<file path="src/rtl/tape_transport.sv">
`default_nettype none
// ============================================================================
// Module      : tape_transport
// Description : Tape motor model driven by one-hot P/R/F commands. It covers
//               spin-up and brake delays, a mode-dependent step prescaler and
//               a saturating position counter, and it raises BOT/EOT flags and
//               a Stop pulse at the tape ends.
// Revision    : 1.0 - initial release
// ============================================================================
module tape_transport #(
  parameter int POS_W     = 16,
  parameter int TAPE_LEN  = 9000,
  parameter int PLAY_DIV  = 8,
  parameter int FAST_DIV  = 2,
  parameter int ACCEL_CYC = 4
) (
  input  logic             Clk,
  input  logic             Rst,
  input  logic             P,
  input  logic             R,
  input  logic             F,
  output logic [POS_W-1:0] Pos,
  output logic             BOT,
  output logic             EOT,
  output logic             Moving,
  output logic             Tick,
  output logic             Stop,
  output logic             Err
);

  localparam int MAX_DIV = (PLAY_DIV > FAST_DIV) ? PLAY_DIV : FAST_DIV;
  localparam int DIV_W   = $clog2(MAX_DIV + 1);
  localparam int RAMP_W  = $clog2(ACCEL_CYC + 1);

  localparam logic [POS_W-1:0]  END_POS    = POS_W'(TAPE_LEN);
  localparam logic [RAMP_W-1:0] RAMP_INIT  = RAMP_W'(ACCEL_CYC - 1);
  localparam logic [DIV_W-1:0]  PLAY_DIVM1 = DIV_W'(PLAY_DIV - 1);
  localparam logic [DIV_W-1:0]  FAST_DIVM1 = DIV_W'(FAST_DIV - 1);

  typedef enum logic [1:0] {
    S_IDLE   = 2'd0,
    S_SPINUP = 2'd1,
    S_RUN    = 2'd2,
    S_BRAKE  = 2'd3
  } state_t;

  state_t             state_q, state_d;
  logic [2:0]         cmd_q, cmd_d;       // latched one-hot {P,R,F}
  logic               fwd_q, fwd_d;
  logic [DIV_W-1:0]   divm1_q, divm1_d;
  logic [RAMP_W-1:0]  ramp_q, ramp_d;
  logic [DIV_W-1:0]   presc_q, presc_d;
  logic [POS_W-1:0]   pos_q, pos_d;
  logic               bot_q, eot_q, moving_q, tick_q, stop_q, err_q;
  logic               tick_d, stop_d, err_d;

  logic [2:0]         cmd_in;
  logic               multi, valid, in_fwd, blocked, same_cmd;
  logic [DIV_W-1:0]   in_divm1;

  // Decode the raw command inputs; a conflicting combination counts as no command.
  always_comb begin
    cmd_in   = {P, R, F};
    multi    = (P & R) | (P & F) | (R & F);
    valid    = (P | R | F) & ~multi;
    in_fwd   = P | F;
    in_divm1 = P ? PLAY_DIVM1 : FAST_DIVM1;
    blocked  = valid & (in_fwd ? eot_q : bot_q);
    same_cmd = valid & (cmd_in == cmd_q);
  end

  // Next-state logic for the motor FSM, prescaler and position counter.
  always_comb begin
    state_d = state_q;
    cmd_d   = cmd_q;
    fwd_d   = fwd_q;
    divm1_d = divm1_q;
    ramp_d  = ramp_q;
    presc_d = presc_q;
    pos_d   = pos_q;
    tick_d  = 1'b0;
    stop_d  = 1'b0;
    err_d   = err_q | multi;
    case (state_q)
      S_IDLE: begin
        if (blocked) begin
          stop_d = 1'b1;
        end else if (valid) begin
          state_d = S_SPINUP;
          cmd_d   = cmd_in;
          fwd_d   = in_fwd;
          divm1_d = in_divm1;
          ramp_d  = RAMP_INIT;
        end
      end
      S_SPINUP: begin
        if (!same_cmd) begin
          state_d = S_BRAKE;
          ramp_d  = RAMP_INIT;
        end else if (ramp_q == '0) begin
          state_d = S_RUN;
          presc_d = '0;
        end else begin
          ramp_d = ramp_q - 1'b1;
        end
      end
      S_RUN: begin
        if (!same_cmd) begin
          state_d = S_BRAKE;
          ramp_d  = RAMP_INIT;
        end else if (presc_q == divm1_q) begin
          presc_d = '0;
          tick_d  = 1'b1;
          if (fwd_q) begin
            if (pos_q != END_POS) pos_d = pos_q + 1'b1;
          end else begin
            if (pos_q != '0) pos_d = pos_q - 1'b1;
          end
          // Reaching a tape end ends the run immediately.
          if ((fwd_q && pos_d == END_POS) || (!fwd_q && pos_d == '0)) begin
            stop_d  = 1'b1;
            state_d = S_BRAKE;
            ramp_d  = RAMP_INIT;
          end
        end else begin
          presc_d = presc_q + 1'b1;
        end
      end
      S_BRAKE: begin
        if (ramp_q == '0) state_d = S_IDLE;
        else              ramp_d  = ramp_q - 1'b1;
      end
      default: state_d = S_IDLE;
    endcase
  end

  // State and registered outputs; reset overrides every other event.
  always_ff @(posedge Clk) begin
    if (Rst) begin
      state_q  <= S_IDLE;
      cmd_q    <= '0;
      fwd_q    <= 1'b0;
      divm1_q  <= '0;
      ramp_q   <= '0;
      presc_q  <= '0;
      pos_q    <= '0;
      bot_q    <= 1'b1;
      eot_q    <= 1'b0;
      moving_q <= 1'b0;
      tick_q   <= 1'b0;
      stop_q   <= 1'b0;
      err_q    <= 1'b0;
    end else begin
      state_q  <= state_d;
      cmd_q    <= cmd_d;
      fwd_q    <= fwd_d;
      divm1_q  <= divm1_d;
      ramp_q   <= ramp_d;
      presc_q  <= presc_d;
      pos_q    <= pos_d;
      bot_q    <= (pos_d == '0);
      eot_q    <= (pos_d == END_POS);
      moving_q <= (state_d != S_IDLE);
      tick_q   <= tick_d;
      stop_q   <= stop_d;
      err_q    <= err_d;
    end
  end

  assign Pos    = pos_q;
  assign BOT    = bot_q;
  assign EOT    = eot_q;
  assign Moving = moving_q;
  assign Tick   = tick_q;
  assign Stop   = stop_q;
  assign Err    = err_q;

endmodule
`default_nettype wire

</file>
<file path="config.mk">
export PLATFORM = sky130hd
export DESIGN_NAME = tape_transport
export DESIGN_NICKNAME = d
export VERILOG_FILES = /design/src/rtl/tape_transport.sv
export SDC_FILE = /design/constraint.sdc
export NUM_CORES = 1
export LEC_CHECK = 0
export ABC_AREA = 1
export CORE_MARGIN = 4
export CORE_UTILIZATION = 35
export CTS_CLUSTER_DIAMETER = 100
export DETAILED_ROUTE_END_ITERATION = 6
export SLEW_MARGIN = 20
export SYNTH_ARGS = -nofsm -noshare
export SYNTH_HDL_FRONTEND = slang
export SYNTH_SLANG_ARGS = --single-unit
</file>
<file path="constraint.sdc">
create_clock -name Clk -period 3.55 [get_ports Clk]
set_input_delay 0.71 -clock Clk [delete_from_list [all_inputs] [get_ports Clk]]
set_output_delay 0.71 -clock Clk [all_outputs]
set_load 0.05 [all_outputs]
</file>
==> results of run 1 <==
final cells by class:
cell class	instances	area, sq um	area share [%]
sequential	36	720.7	21.00
clock buffer	5	68.82	2.005
tap	105	131.4	3.828
timing repair buffer	28	275.3	8.020
multi-input combinational	379	2007	58.48
clock inverter	3	42.54	1.240
inverter	49	186.4	5.432
routing by layer:
metal / vias up / share of wire (%) / routed length [um] / GRT usage (%)
li1: 1573 / - / - / -
met1: 1336 / 46 / 3771 / 22.27
met4: 0 / 2.9 / 237 / 6.442
met5: - / 0 / 0 / 0
met2: 87 / 45 / 3639 / 26.86
met3: 22 / 6.3 / 514 / 2.755
metrics by stage:
step	area, sq um	hold slack (ns)	setup slack [ns]	cells
final	3432	0.5006	0.7712	605
after global routing	3432	0.5273	0.6035	605
after CTS	3432	0.5053	0.8083	605
after detailed placement	3321	0.4928	0.5340	597
after global placement	3321	0.4876	0.6413	597
after floorplan	3059	0.4604	1.146	481
state kept, by name (all words and copies together) (netlist names):
name,cells
BOT,1
EOT,1
Err,1
Moving,1
Pos,16
Stop,1
Tick,1
cmd_q,2
divm1_q,2
fwd_q,1
presc_q,4
ramp_q,3
state_q,2
worst max-delay path: stages:
cell             delay (ns)
clkdlybuf4s50_1        0.50
nor2_4                 0.19
a21oi_2                0.06
a21oi_2                0.18
nand3_2                0.10
inv_2                  0.10
nand2_4                0.07
nor2_4                 0.30
o21ai_0                0.20
inv_1                  0.12
nand2_1                0.06
nor3b_2                0.16
nand4_1                0.09
o21ai_1                0.13
cell usage after synthesis, drive strengths merged, types with 6 or more instances:
library cell / number
nor3: 6
a21oi: 16
nand4: 12
nand2: 140
xor2: 16
dfxtp: 36
buf: 14
nand3: 50
nor2: 92
o21ai: 23
ha: 6
inv: 47
power by group:
| group | total, mW | leakage, nW | internal (mW) | switching, mW |
|---|---|---|---|---|
| Sequential | 0.464 | 0.293 | 0.435 | 0.0285 |
| Clock | 0.372 | 0.0541 | 0.208 | 0.164 |
| Combinational | 0.517 | 1.31 | 0.174 | 0.343 |
| Total | 1.35 | 1.66 | 0.817 | 0.536 |
cell usage in the layout, fill, tap and decap left out, drive strengths merged, types with 12 or more instances in the layout:
cell type and instances:
nand2 140, nor2 92, nand3 50, inv 47
dfxtp 36, clkdlybuf4s50 26, o21ai 23, xor2 16
a21oi 16, nand4 12
kinds of logic (layout without fill, tap and decap cells):
family,after synthesis,count (layout),share of synthesized area [%]
and+or+nand+nor,307,307,48.43
buffers and inverters,66,85,10.84
AOI/OAI and AO/OA,46,46,8.957
DFF,36,36,23.56
xor gates and xnor gates,19,19,5.440
adders and majority gates,6,6,2.454
muxes,1,1,0.3272
path summary, 6_finish.rpt:
kind / from / end / depth (start not counted)
worst min register to register: presc_q[1] / presc_q[1] / 2
worst max register to register: Pos[0] / ramp_q[2] / 15
worst min-delay path: presc_q[1] / presc_q[1] / 2
worst max-delay path: F / BOT / 14
==> metrics.txt, run 1 <==
clk buf depth=2; nets=510; skew final=about 0.014 ns; CTS clk-pin slew, worst paths=approximately 0.070 ns; DRC viols=0; Synth Net Count=492; Slew @ Worst Pin=~0.55 ns; final hold violation count=0; root buffer cell=clkbuf_8; Syn Area/Cell=6.360 sq um; Core Region=~8300 sq um; io pins=27; outcome=complete, no violations; P&R area growth vs syn=12.19%; final core utilization=between 40% and 50%; Cell Area, Synth=between 3000 and 4000 sq um; H-tree depth=2; Setup Fix Bufs, Post-CTS=0; via count=slightly above 3000; Hold WC Path Type=flip-flop to flip-flop; Peak VDD IR=0.0002352 V; CTS tree=yes; TritonCTS buffer count=5; drt first pass iters=4; post-synthesis cell type count=42; Rel. slew slack=~63%; Post-Syn Instances=481; Synth area leaders=dfxtp_1 (24%), nand2_1 (15%), nor2_1 (9.2%); Pwr per Cell Area=between 300 and 400 nW/um^2; Reg2Reg Setup Slack=1.00 ns; drt first-iter violations=200; port bufs=26; GRT Overall Usage=16.68%; Critical Path RT=~3.8 ns; Antenna Nets Post-Route=0; Yosys top cell area share=around a quarter; FILL cells=~910; TNS Setup=0 ns; pin count of the biggest net entering global routing=22; CTS resizes=0; Yosys warning count=0; CP Data Arrival Time=2.99 ns; global-route wire length before repair=13740 um; flops & latches, synth=36; vias in the first global route=2868; Final Critical Period=roughly 2.8 ns; row count=33; Final Max Slew Viols=0; sequential share of the synthesized area=between 20% and 30%; Initial Util=about 37%; latest clock arrival within the worst-skew pair=0.29 ns; Critical Path Source Type=primary input; die area=10300 sq um; chip height=~100 um; GRT overflow=0; fin crit share=78.28%; hold buffers post-CTS=0; Max Freq=approximately 360 MHz; GPL Wtd Cong=0.9031; wire per inst=~13 um; EDFF count, synth=0; dpl hpwl=between 6000 and 7000 um; Synth Flop Type=dfxtp_1; CP max FO=13; # diodes=0; RSZ-0062 raised after global routing=false; Setup CP Type=primary input to flip-flop; initial antenna violation count=0; Die X=roughly 100 um; Synth area leader=dfxtp_1; Total Power=1.353 mW; Async SR Flop Fraction=0%; Pleak=approximately 1.7 nW; crit path capture type=flip-flop; final setup fails=0; Max-Cap Viols=0; drt total wl=between 8000 and 9000 um; layout cells sized above 1=14.20%; DR vias/cell=between 4 and 5; CTS sink cnt=36
Note: power is estimated with default switching activity, not from simulation.
==> inputs of run 2 (changes only) <==
==> constraint.sdc (replaced) <==
create_clock -name Clk -period 2.9 [get_ports Clk]
set_input_delay 0.58 -clock Clk [delete_from_list [all_inputs] [get_ports Clk]]
set_output_delay 0.58 -clock Clk [all_outputs]
set_load 0.05 [all_outputs]
==> run 2 against run 1 <==
  * Routed wire length up 1.6%
  * Clock-buffer cell count rose by 2
  * Register-to-register slack worse by 0.69 ns
  * Largest power group unchanged
==> metrics.txt, run 2 (synthesis results as in run 1) <==
Min-Delay Path Depth=2; max reg flops=16; nets=just over 500; GRT overflow=0; Pleak=about 1.7 nW; CP max FO=13; CTS clk-pin slew, worst paths=approximately 0.080 ns; critical path's largest stage delay=roughly 0.4 ns; Setup CP Type=flip-flop to flip-flop; slowest CP cell=dfxtp_1; root buffer cell=clkbuf_8; FF-to-FF path depth=17; most common cell after layout, fill and taps aside=nand2_1; global-route wire length before repair=~14000 um; drt first-iter violations=230; drt total wl=between 8000 and 9000 um; CP Data Arrival Time=between 2 and 3 ns; crit path capture type=flip-flop; Reg2Reg Setup Slack=~0.31 ns; Initial Util=36.68%; TritonCTS buffer count=5; Total Power=about 1.6 mW; final setup fails=0; clk buf depth=2; pin count of the biggest net entering global routing=27; outcome=complete, no violations; port bufs=26; Max Freq=386.5 MHz; H-tree depth=2; Hold EP=presc_q[1]; row count=33; drt first pass iters=4; io pins=27; r2r startpoint=Pos[0]; Hold WC Path Type=flip-flop to flip-flop; Setup Fix Bufs, Post-CTS=0; Pwr per Cell Area=about 460 nW/um^2; Final Max Slew Viols=0; wire per inst=between 10 and 15 um; DR vias/cell=5.026; Worst path top cell family by delay=simple AND/OR/NAND/NOR gates; vias in the first global route=3020; Max-Cap Viols=0; chip height=approximately 100 um; Die X=~100 um; DRC viols=0; CTS sink cnt=36; worst slack, placed=~0.07 ns; RSZ-0062 raised after global routing=false; initial antenna violation count=0; GRT Overall Usage=16.94%; layout cells sized above 1=15.55%; commonest cells after routing, fill and taps aside=nand2_1 (122), nor2_1 (75), nand3_1 (44), inv_1 (41), dfxtp_1 (36); Critical Path Source Type=flip-flop; CTS resizes=0; skew final=0.009111 ns; Rel. slew slack=63.73%; crit-path cells=inv_2 -> ha_1 -> nand2_1 -> nor2_2 -> nand2_2 -> nand3_1 -> nand2_1 -> inv_1 -> nand3_1 -> nor2_1 -> nand3_1 -> nand2_1 -> nand4_2 -> nand2_2 -> nand3_1 -> nand2_1 -> nor2_1; # diodes=0; dpl hpwl=6423 um; Worst Hold Launch=presc_q[1]; latest clock arrival within the worst-skew pair=0.29 ns; CP bufs+invs=2; hold buffers post-CTS=0; Final Critical Period=between 2 and 3 ns; P&R area growth vs syn=13.91%; via count=roughly 3100; final hold violation count=0; CTS tree=yes; Critical Path RT=about 3 ns; Slew @ Worst Pin=~0.54 ns; Antenna Nets Post-Route=0; worst r2r dst=ramp_q[2]; TNS Setup=0 ns; fin worst setup slack=about 0.31 ns; die area=just over 10000 sq um; Peak VDD IR=~0.00030 V; Core Region=8341 sq um; GPL Wtd Cong=0.9166; fin crit share=approximately nine tenths
## run 2: cell count changes in the layout (fill, tap and decap cells not counted)
cell | before | now
buf_4 | 2 | 11
bufinv_16 | 1 | 0
clkbuf_8 | 5 | 7
clkinv_2 | 1 | 0
clkinvlp_4 | 1 | 0
## run 2: area by class of cell
class,instances,area [sq um]
Inverter,49,186.4
Multi-Input combinational cell,379,2007
Tap cell,105,131.4
Sequential cell,36,720.7
Timing Repair Buffer,37,342.8
Clock buffer,7,96.34
Fill cell,897,4856
## run 2: metal layers
metal	vias to the layer above	track usage, %	share of wire [%]
li1	1584	-	-
met1	1396	22.60	47
met2	87	27.41	46
met3	14	3.581	5.6
met4	0	5.215	1.4
met5	-	0	0
## run 2: where the power goes
group          leakage (nW)  switching, mW  total [mW]  internal (mW)
Clock                0.0503          0.179       0.391          0.212
Combinational          1.36          0.418       0.635          0.217
Sequential            0.293         0.0328       0.566          0.533
Total                  1.70          0.629        1.59          0.962
## run 2: how the worst max path moves through the flow
stage	from	endpoint	slack [ns]	depth (start not counted)
after floorplan	Pos[0]	ramp_q[2]	0.50	17
after global placement	F	BOT	0.15	13
after detailed placement	F	EOT	0.07	14
after CTS	Pos[0]	ramp_q[2]	0.31	17
after global routing	Pos[0]	ramp_q[2]	0.09	17
final	Pos[0]	ramp_q[2]	0.31	17
## run 2: worst register-to-register path, stage by stage, from the launching register on
cell	delay (ns)
dfxtp_1	0.39
inv_2	0.19
ha_1	0.27
nand2_1	0.09
nor2_2	0.12
nand2_2	0.24
nand3_1	0.15
nand2_1	0.06
inv_1	0.15
nand3_1	0.10
nor2_1	0.12
nand3_1	0.10
nand2_1	0.10
nand4_2	0.12
nand2_2	0.12
nand3_1	0.07
nand2_1	0.06
nor2_1	0.04
## run 2: through the flow
stage / hold slack, ns / cells / utilization (%) / instance area, sq um
final: 0.5116 / 613 / 41.78 / 3485
after global routing: 0.5568 / 613 / 41.78 / 3485
after CTS: 0.5162 / 613 / 41.78 / 3485
after detailed placement: 0.5010 / 606 / 40.62 / 3388
after global placement: 0.4867 / 606 / 40.62 / 3388
after floorplan: 0.4604 / 481 / - / 3059
==> inputs of run 3 (changes only) <==
--- a/config.mk
+++ b/config.mk
@@ -7,9 +7,10 @@
 export LEC_CHECK = 0
 export ABC_AREA = 1
 export CORE_MARGIN = 4
-export CORE_UTILIZATION = 35
+export CORE_UTILIZATION = 55
 export CTS_CLUSTER_DIAMETER = 100
 export DETAILED_ROUTE_END_ITERATION = 6
+export PLACE_DENSITY = 0.77
 export SLEW_MARGIN = 20
 export SYNTH_ARGS = -nofsm -noshare
 export SYNTH_HDL_FRONTEND = slang
==> run 3 against run 2 <==
  * Maximum frequency up 1.7%
  * Clock skew grew 0.0029 ns
  * Routed wire length decreased by 5.0%
  * Core utilization rose by 23 points
  * Global-route usage is 7.9 points higher
  * Sequential share of layout area grew 0.59 points
  * Highest routed layer unchanged
==> metrics.txt, run 3 (synthesis results as in run 1) <==
outcome=complete, no violations; hold buffers post-CTS=0; via count=between 3000 and 4000; vias in the first global route=approximately 2900; Min-Delay Path Depth=2; Hold WC Path Type=flip-flop to flip-flop; Pwr per Cell Area=467.4 nW/um^2; CP max FO=13; Logic pwr share=around two fifths; Rel. slew slack=between 60 and 70%; Peak VDD IR=0.0003750 V; port bufs=26; RSZ-0062 raised after global routing=false; CP Data Arrival Time=between 2 and 3 ns; drt first-iter violations=approximately 240; H-tree depth=2; Pleak=roughly 1.7 nW; TNS Setup=0 ns; Reg2Reg Setup Slack=between 0.3 and 0.4 ns; final hold violation count=0; Final Critical Period=roughly 2.5 ns; Psw=641.0 uW; wire per inst=between 10 and 15 um; commonest cells after routing, fill and taps aside=nand2_1 (122), nor2_1 (75), nand3_1 (44), inv_1 (41), dfxtp_1 (36); initial antenna violation count=0; die area=around 6800 sq um; Max Freq=slightly below 400 MHz; GRT Overall Usage=roughly 25%; Critical Path Source Type=flip-flop; pin count of the biggest net entering global routing=27; clock power share=between 20% and 30%; Hold WS=0.4966 ns; TritonCTS buffer count=5; Final Max Slew Viols=0; Switching Share=40.48%; DR vias/cell=~5.5; Die X=about 83 um; r2r startpoint=Pos[0]; Setup Fix Bufs, Post-CTS=0; Max-Cap Viols=0; max reg flops=16; layout cells sized above 1=between 10% and 20%; Critical Path RT=approximately 3.1 ns; Slew @ Worst Pin=slightly above 0.5 ns; io pins=27; global-route wire length before repair=13290 um; final core utilization=between 60 and 70%; # diodes=0; Antenna Nets Post-Route=0; drt first pass iters=5; nets=between 500 and 600; Core Region=5238 sq um; most common cell after layout, fill and taps aside=nand2_1; skew final=between 0.01 and 0.015 ns; crit path capture type=flip-flop; fin crit share=between 80% and 90%; final setup fails=0; P&R area growth vs syn=10.76%; Area after DPL=3292 sq um; Initial Util=around 58%; row count=26; DRC viols=0; CTS tree=yes; CTS resizes=0; sequential power share=a little over a third; dpl hpwl=between 6000 and 7000 um; GRT overflow=0; CTS sink cnt=36; design area=~3400 sq um; Worst Hold Launch=divm1_q[0]; Pint=~940 uW; worst r2r dst=ramp_q[2]; chip height=around 83 um; drt total wl=7878 um; clk buf depth=2; latest clock arrival within the worst-skew pair=around 0.29 ns; FF-to-FF path depth=17; root buffer cell=clkbuf_8; Total Power=between 1.5 and 2 mW; Setup CP Type=flip-flop to flip-flop; GPL Wtd Cong=0.9508; Hold EP=divm1_q[0]; CTS clk-pin slew, worst paths=0.07 ns
## run 3: changes by cell type in the layout (fill, tap and decap cells not counted)
cell,before,now
inv_6,0,1
buf_4,11,4
clkinv_2,0,1
clkbuf_8,7,6
## run 3: power by group through the flow
stage / logic, mW / clock network, mW / registers [mW]
after floorplan: 0.459 / 0 / 0.613
after detailed placement: 0.631 / 0 / 0.576
final: 0.639 / 0.379 / 0.566
after global placement: 0.624 / 0 / 0.576
after CTS: 0.634 / 0.391 / 0.565
after global routing: 0.703 / 0.409 / 0.570
## run 3: through the flow
| step | instances | worst slack, ns |
|---|---|---|
| 3_3_place_gp | 564 | 0.1728 |
| 5_1_grt | 572 | 0.09335 |
| 2_1_floorplan | 481 | 0.4960 |
| 4_1_cts | 572 | 0.3674 |
| 6_report | 572 | 0.3568 |
| 3_5_place_dp | 564 | 0.07803 |
## run 3: critical path: stages (launching register included)
cell and delay (ns):
dfxtp_1 0.39, inv_2 0.18, ha_1 0.27, nand2_1 0.09, nor2_2 0.12, nand2_2 0.24
nand3_1 0.17, nand2_1 0.07, inv_1 0.12, nand3_1 0.09, nor2_1 0.11, nand3_1 0.09
nand2_1 0.10, nand4_2 0.12, nand2_2 0.11, nand3_1 0.07, nand2_1 0.06, nor2_1 0.04
## run 3: final cells by class
cell class              instances  area [sq um]
well taps                      70         87.58
inverters                      49         186.4
clock inverters                 2         13.76
repair buffers                 30         290.3
fillers                       484          1849
clock buffers                   6         82.58
flip-flops and latches         36         720.7
multi-input cells             379          2007
## run 3: how the worst max path moves through the flow
stage	from	end	slack, ns
after floorplan	Pos[0]	ramp_q[2]	0.50
after global placement	F	BOT	0.17
after detailed placement	F	BOT	0.08
after CTS	Pos[0]	ramp_q[2]	0.37
after global routing	Pos[0]	ramp_q[2]	0.09
final	Pos[0]	ramp_q[2]	0.36
## run 3: layer usage
metal / share of wire, % / track usage (%)
met2: 47 / 42.15
met5: 0 / 0
met3: 6.4 / 3.579
met1: 45 / 32.67
met4: 1.4 / 7.026
